## src/rtl/etherneco_pkg.sv

```systemverilog
// Shared EtherNeco framing constants and the link-side state encoding.
package etherneco_pkg;

    localparam logic [7:0]  PREAMBLE_BYTE = 8'h55;
    localparam logic [7:0]  SFD_BYTE      = 8'hD5;
    localparam int          PREAMBLE_LEN  = 8;
    localparam int          FCS_LEN       = 4;
    localparam logic [31:0] CRC_POLY      = 32'h04C11DB7;

    // one-hot, same encoding as the transmitter
    typedef enum logic [7:0] {
        ST_IDLE     = 8'b0000_0001,
        ST_PREAMBLE = 8'b0000_0010,
        ST_LENGTH   = 8'b0000_0100,
        ST_TYPE     = 8'b0000_1000,
        ST_NODE     = 8'b0001_0000,
        ST_PAYLOAD  = 8'b0010_0000,
        ST_FCS      = 8'b0100_0000,
        ST_DISCARD  = 8'b1000_0000
    } state_t;

endpackage

```

## src/rtl/etherneco_packet_rx_crc.sv

```systemverilog
// Byte-serial CRC register (jelly2_calc_crc); in_update=0 restarts from the all-ones seed.
module jelly2_calc_crc #(
    parameter int                   DATA_WIDTH = 8,
    parameter int                   CRC_WIDTH  = 32,
    parameter logic [CRC_WIDTH-1:0] POLY_REPS  = 32'h04C11DB7,
    parameter bit                   REVERSED   = 1'b0
) (
    input  logic                  reset,
    input  logic                  clk,
    input  logic                  cke,
    input  logic                  in_update,
    input  logic [DATA_WIDTH-1:0] in_data,
    input  logic                  in_valid,
    output logic [CRC_WIDTH-1:0]  out_crc
);

    function automatic logic [CRC_WIDTH-1:0] crc_step(input logic [CRC_WIDTH-1:0] crc,
                                                      input logic [DATA_WIDTH-1:0] data);
        logic [CRC_WIDTH-1:0] c;
        logic [CRC_WIDTH-1:0] poly_r;
        logic                 fb;
        c = crc;
        for (int i = 0; i < CRC_WIDTH; i++) poly_r[i] = POLY_REPS[CRC_WIDTH-1-i];
        for (int i = 0; i < DATA_WIDTH; i++) begin
            if (REVERSED) begin
                fb = c[0] ^ data[i];
                c  = (c >> 1) ^ (fb ? poly_r : '0);
            end else begin
                fb = c[CRC_WIDTH-1] ^ data[DATA_WIDTH-1-i];
                c  = (c << 1) ^ (fb ? POLY_REPS : '0);
            end
        end
        return c;
    endfunction

    always_ff @(posedge clk or posedge reset) begin
        if (reset)
            out_crc <= '1;
        else if (cke && in_valid)
            out_crc <= crc_step(in_update ? out_crc : '1, in_data);
    end

endmodule

```

## src/rtl/etherneco_packet_rx.sv

```systemverilog
// EtherNeco receiver: parses preamble/header/payload/FCS from an unstallable byte stream
// and reports one result per started packet.
module etherneco_packet_rx
    import etherneco_pkg::*;
#(
    parameter logic [15:0] MAX_LENGTH = 16'hffff
) (
    input  logic        rst,
    input  logic        clk,
    input  logic        s_rx_first,
    input  logic        s_rx_last,
    input  logic [7:0]  s_rx_data,
    input  logic        s_rx_valid,
    output logic [15:0] m_header_length,
    output logic [7:0]  m_header_type,
    output logic [7:0]  m_header_node,
    output logic        m_header_valid,
    output logic        m_payload_first,
    output logic        m_payload_last,
    output logic [7:0]  m_payload_data,
    output logic        m_payload_valid,
    output logic        m_result_ok,
    output logic        m_result_valid
);

    localparam logic [2:0] PRE_LAST = 3'(PREAMBLE_LEN - 1);
    localparam logic [2:0] FCS_LAST = 3'(FCS_LEN - 1);

    state_t      state, state_n;
    logic [2:0]  cnt, cnt_n;
    logic [15:0] len_acc, len_acc_n;
    logic [7:0]  type_acc, type_acc_n;
    logic [15:0] rem, rem_n;
    logic        pay_first, pay_first_n;
    logic [23:0] fcs_acc, fcs_acc_n;
    logic [31:0] crc_cap, crc_cap_n;
    logic [31:0] crc_val;
    logic        crc_valid, crc_update;
    logic        hdr_load, bad;
    logic        pay_valid_n, pay_first_o_n, pay_last_n;
    logic        res_valid_n, res_ok_n;
    logic        in_packet, fcs_end;

    // a result is still owed while a packet is being parsed
    assign in_packet = (state != ST_IDLE) && (state != ST_DISCARD);
    assign fcs_end   = (state == ST_FCS) && (cnt == FCS_LAST);

    jelly2_calc_crc #(
        .DATA_WIDTH (8),
        .CRC_WIDTH  (32),
        .POLY_REPS  (CRC_POLY),
        .REVERSED   (1'b0)
    ) u_crc (
        .reset      (~rst),
        .clk        (clk),
        .cke        (1'b1),
        .in_update  (crc_update),
        .in_data    (s_rx_data),
        .in_valid   (crc_valid),
        .out_crc    (crc_val)
    );

    always_comb begin
        state_n       = state;
        cnt_n         = cnt;
        len_acc_n     = len_acc;
        type_acc_n    = type_acc;
        rem_n         = rem;
        pay_first_n   = pay_first;
        fcs_acc_n     = fcs_acc;
        crc_cap_n     = crc_cap;
        crc_valid     = 1'b0;
        crc_update    = 1'b1;
        hdr_load      = 1'b0;
        bad           = 1'b0;
        pay_valid_n   = 1'b0;
        pay_first_o_n = 1'b0;
        pay_last_n    = 1'b0;
        res_valid_n   = 1'b0;
        res_ok_n      = 1'b0;

        if (s_rx_valid) begin
            if (s_rx_first) begin
                // close any open packet, then treat the byte as a fresh start
                res_valid_n = in_packet;
                state_n     = ST_IDLE;
                if (s_rx_data == PREAMBLE_BYTE) begin
                    if (s_rx_last) begin
                        res_valid_n = 1'b1;
                    end else begin
                        state_n = ST_PREAMBLE;
                        cnt_n   = 3'd1;
                    end
                end
            end else if (in_packet && s_rx_last && !fcs_end) begin
                res_valid_n = 1'b1;
                state_n     = ST_IDLE;
            end else begin
                case (state)
                    ST_PREAMBLE: begin
                        if (cnt == PRE_LAST) begin
                            if (s_rx_data == SFD_BYTE) begin
                                state_n = ST_LENGTH;
                                cnt_n   = 3'd0;
                            end else begin
                                bad = 1'b1;
                            end
                        end else if (s_rx_data == PREAMBLE_BYTE) begin
                            cnt_n = cnt + 3'd1;
                        end else begin
                            bad = 1'b1;
                        end
                    end
                    ST_LENGTH: begin
                        crc_valid  = 1'b1;
                        crc_update = (cnt != 3'd0);
                        if (cnt == 3'd0) begin
                            len_acc_n[7:0] = s_rx_data;
                            cnt_n          = 3'd1;
                        end else begin
                            len_acc_n[15:8] = s_rx_data;
                            if ({1'b0, s_rx_data, len_acc[7:0]} > {1'b0, MAX_LENGTH})
                                bad = 1'b1;
                            else
                                state_n = ST_TYPE;
                        end
                    end
                    ST_TYPE: begin
                        crc_valid  = 1'b1;
                        type_acc_n = s_rx_data;
                        state_n    = ST_NODE;
                    end
                    ST_NODE: begin
                        crc_valid   = 1'b1;
                        hdr_load    = 1'b1;
                        rem_n       = len_acc;
                        pay_first_n = 1'b1;
                        state_n     = ST_PAYLOAD;
                    end
                    ST_PAYLOAD: begin
                        crc_valid     = 1'b1;
                        pay_valid_n   = 1'b1;
                        pay_first_o_n = pay_first;
                        pay_last_n    = (rem == 16'd0);
                        pay_first_n   = 1'b0;
                        if (rem == 16'd0) begin
                            state_n = ST_FCS;
                            cnt_n   = 3'd0;
                        end else begin
                            rem_n = rem - 16'd1;
                        end
                    end
                    ST_FCS: begin
                        // CRC register already covers the last payload byte here
                        if (cnt == 3'd0) crc_cap_n = crc_val;
                        if (fcs_end) begin
                            res_valid_n = 1'b1;
                            res_ok_n    = s_rx_last && ({s_rx_data, fcs_acc} == crc_cap);
                            state_n     = s_rx_last ? ST_IDLE : ST_DISCARD;
                        end else begin
                            fcs_acc_n = {s_rx_data, fcs_acc[23:8]};
                            cnt_n     = cnt + 3'd1;
                        end
                    end
                    ST_DISCARD: begin
                        if (s_rx_last) state_n = ST_IDLE;
                    end
                    default: begin
                    end
                endcase
                if (bad) begin
                    res_valid_n = 1'b1;
                    state_n     = ST_DISCARD;
                end
            end
        end
    end

    always_ff @(posedge clk or negedge rst) begin
        if (!rst) begin
            state           <= ST_IDLE;
            cnt             <= 3'd0;
            len_acc         <= 16'd0;
            type_acc        <= 8'd0;
            rem             <= 16'd0;
            pay_first       <= 1'b0;
            fcs_acc         <= 24'd0;
            crc_cap         <= 32'd0;
            m_header_length <= 16'd0;
            m_header_type   <= 8'd0;
            m_header_node   <= 8'd0;
            m_header_valid  <= 1'b0;
            m_payload_first <= 1'b0;
            m_payload_last  <= 1'b0;
            m_payload_data  <= 8'd0;
            m_payload_valid <= 1'b0;
            m_result_ok     <= 1'b0;
            m_result_valid  <= 1'b0;
        end else begin
            state     <= state_n;
            cnt       <= cnt_n;
            len_acc   <= len_acc_n;
            type_acc  <= type_acc_n;
            rem       <= rem_n;
            pay_first <= pay_first_n;
            fcs_acc   <= fcs_acc_n;
            crc_cap   <= crc_cap_n;

            m_header_valid <= hdr_load;
            if (hdr_load) begin
                m_header_length <= len_acc;
                m_header_type   <= type_acc;
                m_header_node   <= s_rx_data;
            end
            m_payload_valid <= pay_valid_n;
            m_payload_first <= pay_first_o_n;
            m_payload_last  <= pay_last_n;
            if (pay_valid_n) m_payload_data <= s_rx_data;
            m_result_valid  <= res_valid_n;
            m_result_ok     <= res_ok_n;
        end
    end

endmodule

```

## config.mk

```make
export PLATFORM = sky130hd
export DESIGN_NAME = etherneco_packet_rx
export DESIGN_NICKNAME = d
export VERILOG_FILES = /design/src/rtl/etherneco_pkg.sv /design/src/rtl/etherneco_packet_rx_crc.sv /design/src/rtl/etherneco_packet_rx.sv
export SDC_FILE = /design/constraint.sdc
export NUM_CORES = 1
export LEC_CHECK = 0
export BUFFER_PORTS_ARGS = -buffer_cell sky130_fd_sc_hd__buf_4
export CAP_MARGIN = 20
export CORE_ASPECT_RATIO = 0.75
export CORE_UTILIZATION = 45
export CTS_BUF_LIST = sky130_fd_sc_hd__clkbuf_8 sky130_fd_sc_hd__clkbuf_16
export DETAILED_ROUTE_END_ITERATION = 8
export GPL_TIMING_DRIVEN = 0
export PLACE_DENSITY_LB_ADDON = 0.12
export SLEW_MARGIN = 40
export SYNTH_ARGS = -nofsm -noshare
export SYNTH_HDL_FRONTEND = slang
export SYNTH_HIERARCHICAL = 1
export SYNTH_SLANG_ARGS = --single-unit
```

## constraint.sdc

```tcl
create_clock -name clk -period 4.1 [get_ports clk]
set_clock_uncertainty 0.05 [all_clocks]
set_input_delay 0.41 -clock clk [delete_from_list [all_inputs] [get_ports clk]]
set_output_delay 0.41 -clock clk [all_outputs]
set_load 0.02 [all_outputs]
```

==> impl_metrics.py <==
metrics = {
    "outcome": {
        "run_status": "finished clean",
    },
    "synth": {
        "seq_area_frac_synth": 0.492,
        "synth_cell_types": 72,
        "syn-mean-instance-area_um2": 10.9,
        "edff_count_synth": 0,
        "synthesis.nets": 891,
        "postSynthCellCount": 872,
        "mappedNetlistArea_um2": 9540,
        "synth_commonest_cells": "sky130_fd_sc_hd__nand2_1 (157), sky130_fd_sc_hd__dfrtp_1 (153), sky130_fd_sc_hd__mux2_2 (69)",
        "postSynthRegisterBits": 186,
        "synth_area_leader_cell": "sky130_fd_sc_hd__dfrtp_1",
        "postSynth.topFlopCell": "sky130_fd_sc_hd__dfrtp_1",
        "synthMostInstantiatedCell": "sky130_fd_sc_hd__nand2_1",
        "synthTopCellsByArea": "sky130_fd_sc_hd__dfrtp_1 (40%), sky130_fd_sc_hd__dfstp_2 (9.1%), sky130_fd_sc_hd__mux2_2 (8.1%)",
        "synth_async_sr_flop_share": 1.00,
        "ys.warnings.count": 6,
        "synth_largest_type_area_fraction": 0.402,
    },
    "layout": {
        "final_design_area_no_fill_um2": 11000,
        "final_layout_size_suffix_gt1_frac": 0.264,
        "post_layout_util": 0.536,
        "num_antenna_cells": 0,
        "fillerInstances": 1862,
        "final_layout_net_count": 969,
        "final-instance-count-excl-fill": 1245,
        "area_growth_from_synthesis_to_layout_pct": 15.1,
    },
    "global_route": {
        "grt_start_max_net_pins": 68,
        "total_global_routing_track_utilization": 0.233,
        "antenna_found_initial": 0,
        "first_global_vias": 6412,
        "global_route.overflow_total": 0,
        "grt_first_pass_wirelength_mm": 37.8,
    },
    "pwr": {
        "clock_power_share": 0.414,
        "net-switching-power_mw": 1.02,
        "p_sw_frac": 0.259,
        "p_leak_nw": 5.42,
        "internal_power_component_mw": 2.91,
        "p_per_area_nw_per_um2": 358,
        "seqPwrFrac": 0.480,
        "worst_ir_drop_vdd_mv": 0.262,
        "fin_total_pwr_mw": 3.93,
        "pwr-share-comb": 0.106,
    },
    "timing": {
        "min_cycle_time_layout_ns": 3.81,
        "finalHoldWorstSlack_ns": 0.227,
        "timing.max_slew.rel_slack": 0.495,
        "max_clock_freq_ghz": 0.263,
        "tightest_slew_ns": 0.757,
        "finalCritPeriodShare": 0.929,
        "setup-tns-final_ns": 0,
        "postLayoutSetupSlackWorst_ns": 0.292,
        "report.final.slew_viol_count": 0,
        "final_hold_viol_count": 0,
        "setup_viol": 0,
        "rsz0062_at_grt": "no",
    },
    "critical_path": {
        "path_cells": "ha_1 > ha_1 > and3b_1 > o41ai_1 > nor3_2 > nand3_1 > buf_2 > nand2_1 > xnor2_1 > xnor2_1 > xnor3_1 > o21ai_1",
        "timing.setup.critical_path_class": "reg2reg",
        "setup.reg_to_reg.worst_slack_ns": 0.29,
        "critPathLaunchType": "flop",
        "critical_path.max_fanout": 10,
        "cp_slowest_cell": "sky130_fd_sc_hd__o41ai_1",
        "worst_setup_path_end_kind": "flop",
        "worst_ep_arrival_time_ns": 4.12,
        "crit_path_max_incr_delay_ns": 0.53,
        "critPathRequiredTime_ns": 4.41,
    },
    "die": {
        "fp.coreArea_um2": 20500,
        "start_util": 0.465,
        "dieWidth_um": 170,
        "core.rowCount": 45,
        "num_io_pins": 59,
        "dieArea_um2": 21800,
        "die_h_um": 128,
    },
    "place": {
        "finalWeightedCongestion": 0.862,
        "place.detailed.instances": 1212,
        "placed_area_um2": 10400,
        "io_buffer_count": 56,
        "detailedPlace.worstSlack_ns": -0.00575,
        "place_hpwl_mm": 17.0,
    },
    "detailed_routing": {
        "routed_via_density": 5.22,
        "avgRoutedWirePerCell_um": 19.0,
        "firstDrtPassIters": 5,
        "wl_mm": 23.6,
        "routed_vias": 6504,
        "antenna_violating_nets_post_route": 0,
        "drc_errors": 0,
        "initialDrtViolationCount": 516,
    },
    "clock_network": {
        "postCtsSetupRepairBufs": 0,
        "clock_tree_root_buffer_cell": "sky130_fd_sc_hd__clkbuf_16",
        "cts.sinks": 186,
        "numCtsBuffers": 17,
        "cts_max_path_buffers": 2,
        "clk_pin_slew_worst_paths_ns": 0.07,
        "worstSkewPairLatency_ns": 0.44,
        "cts_tree": "done",
        "cts-htree-levels": 4,
    },
    "worst_hold_path": {
        "min-delay-path-class": "in2reg",
    },
    "flow_run": {
        "cap_viol_max_count": 0,
    },
}
[worst max-delay path, delay by kind of cell (launching register included)]
family | cells | cell delay, ns
adder cells (fa/ha/maj) | 2 | 0.49
flip-flops | 1 | 0.40
buffers and inverters | 1 | 0.26
AND/OR/NAND/NOR | 4 | 0.76
AO/OA/AOI/OAI | 2 | 0.66
XOR/XNOR | 3 | 1.13
[power by group through the flow]
| stage | combinational [mW] | sequential (mW) | clock (mW) |
|---|---|---|---|
| after floorplan | 0.296 | 1.91 | 0 |
| after CTS | 0.417 | 1.89 | 1.66 |
| after global routing | 0.455 | 1.89 | 1.74 |
| after detailed placement | 0.414 | 1.92 | 0 |
| final | 0.415 | 1.89 | 1.63 |
| after global placement | 0.405 | 1.92 | 0 |
[area by class of cell]
type                    instances  area (um2)  area share
flip-flops and latches        186        4700       0.428
multi-input cells             622        4540       0.413
repair buffers                 59         493      0.0449
clock buffers                  17         425      0.0388
well taps                     282         353      0.0321
plain buffers                  48         269      0.0245
clock inverters                15         145      0.0132
inverters                      16        60.1     0.00547
[placed cells by master, fill, tap and decap left out, types with 11 or more instances in the layout]
cell type	instances
sky130_fd_sc_hd__mux2_4	20
sky130_fd_sc_hd__clkbuf_1	31
sky130_fd_sc_hd__nand3_1	11
sky130_fd_sc_hd__a21oi_1	19
sky130_fd_sc_hd__o21ai_1	16
sky130_fd_sc_hd__nor2b_1	19
sky130_fd_sc_hd__nor2_1	23
sky130_fd_sc_hd__nor4_1	13
sky130_fd_sc_hd__dfstp_2	33
sky130_fd_sc_hd__buf_4	58
sky130_fd_sc_hd__mux2_2	69
sky130_fd_sc_hd__xor2_1	55
sky130_fd_sc_hd__inv_1	17
sky130_fd_sc_hd__xnor2_1	54
sky130_fd_sc_hd__dfrtp_1	153
sky130_fd_sc_hd__o21ai_0	39
sky130_fd_sc_hd__nand2_1	157
sky130_fd_sc_hd__clkbuf_16	17
[what timing repair did]
item | CTS | global route
resized for setup | 1 | 2
endpoints found under the hold margin | 32 | 0
setup endpoints to repair | 3 | 9
hold buffers | 1 | 0
[registers in the layout (all words and copies together) (netlist names), 16 cells and up]
register	cells
crc_cap	32
u_crc/out_crc	32
fcs_acc	24
len_acc	16
m_header_length	16
rem	16
[worst paths after layout]
| kind | startpoint | to | depth (start not counted) |
|---|---|---|---|
| worst max-delay path | cnt[0] | u_crc/out_crc[11] | 12 |
| worst min-delay path | s_rx_valid | state[1] | 2 |
| worst max register to register | cnt[0] | u_crc/out_crc[11] | 12 |
| min in group asynchronous | rst | m_header_node[0] | 2 |
| max in group asynchronous | rst | rem[13] | 4 |
| worst min register to register | type_acc[5] | m_header_type[5] | 2 |
[metal layers]
| metal | part of all wire | GRT usage | up-vias |
|---|---|---|---|
| li1 | - | - | 3116 |
| met1 | 0.55 | 0.380 | 3262 |
| met2 | 0.40 | 0.313 | 116 |
| met3 | 0.042 | 0.0454 | 10 |
| met4 | 0.0067 | 0.0466 | 0 |
| met5 | 0 | 0 | - |
[logic make-up (layout without fill, tap and decap cells)]
kind of cell | Yosys count | count (layout) | share of synthesized area
and+or+nand+nor | 287 | 287 | 0.146
xor gates and xnor gates | 125 | 125 | 0.133
muxes | 93 | 93 | 0.117
DFF | 186 | 186 | 0.492
adders and majority gates | 6 | 6 | 0.00787
AOI/OAI and AO/OA | 110 | 110 | 0.0685
other | 1 | 1 | 0.000393
buffers and inverters | 64 | 155 | 0.0345
No activity file was read; power rests on OpenSTA's default activity.
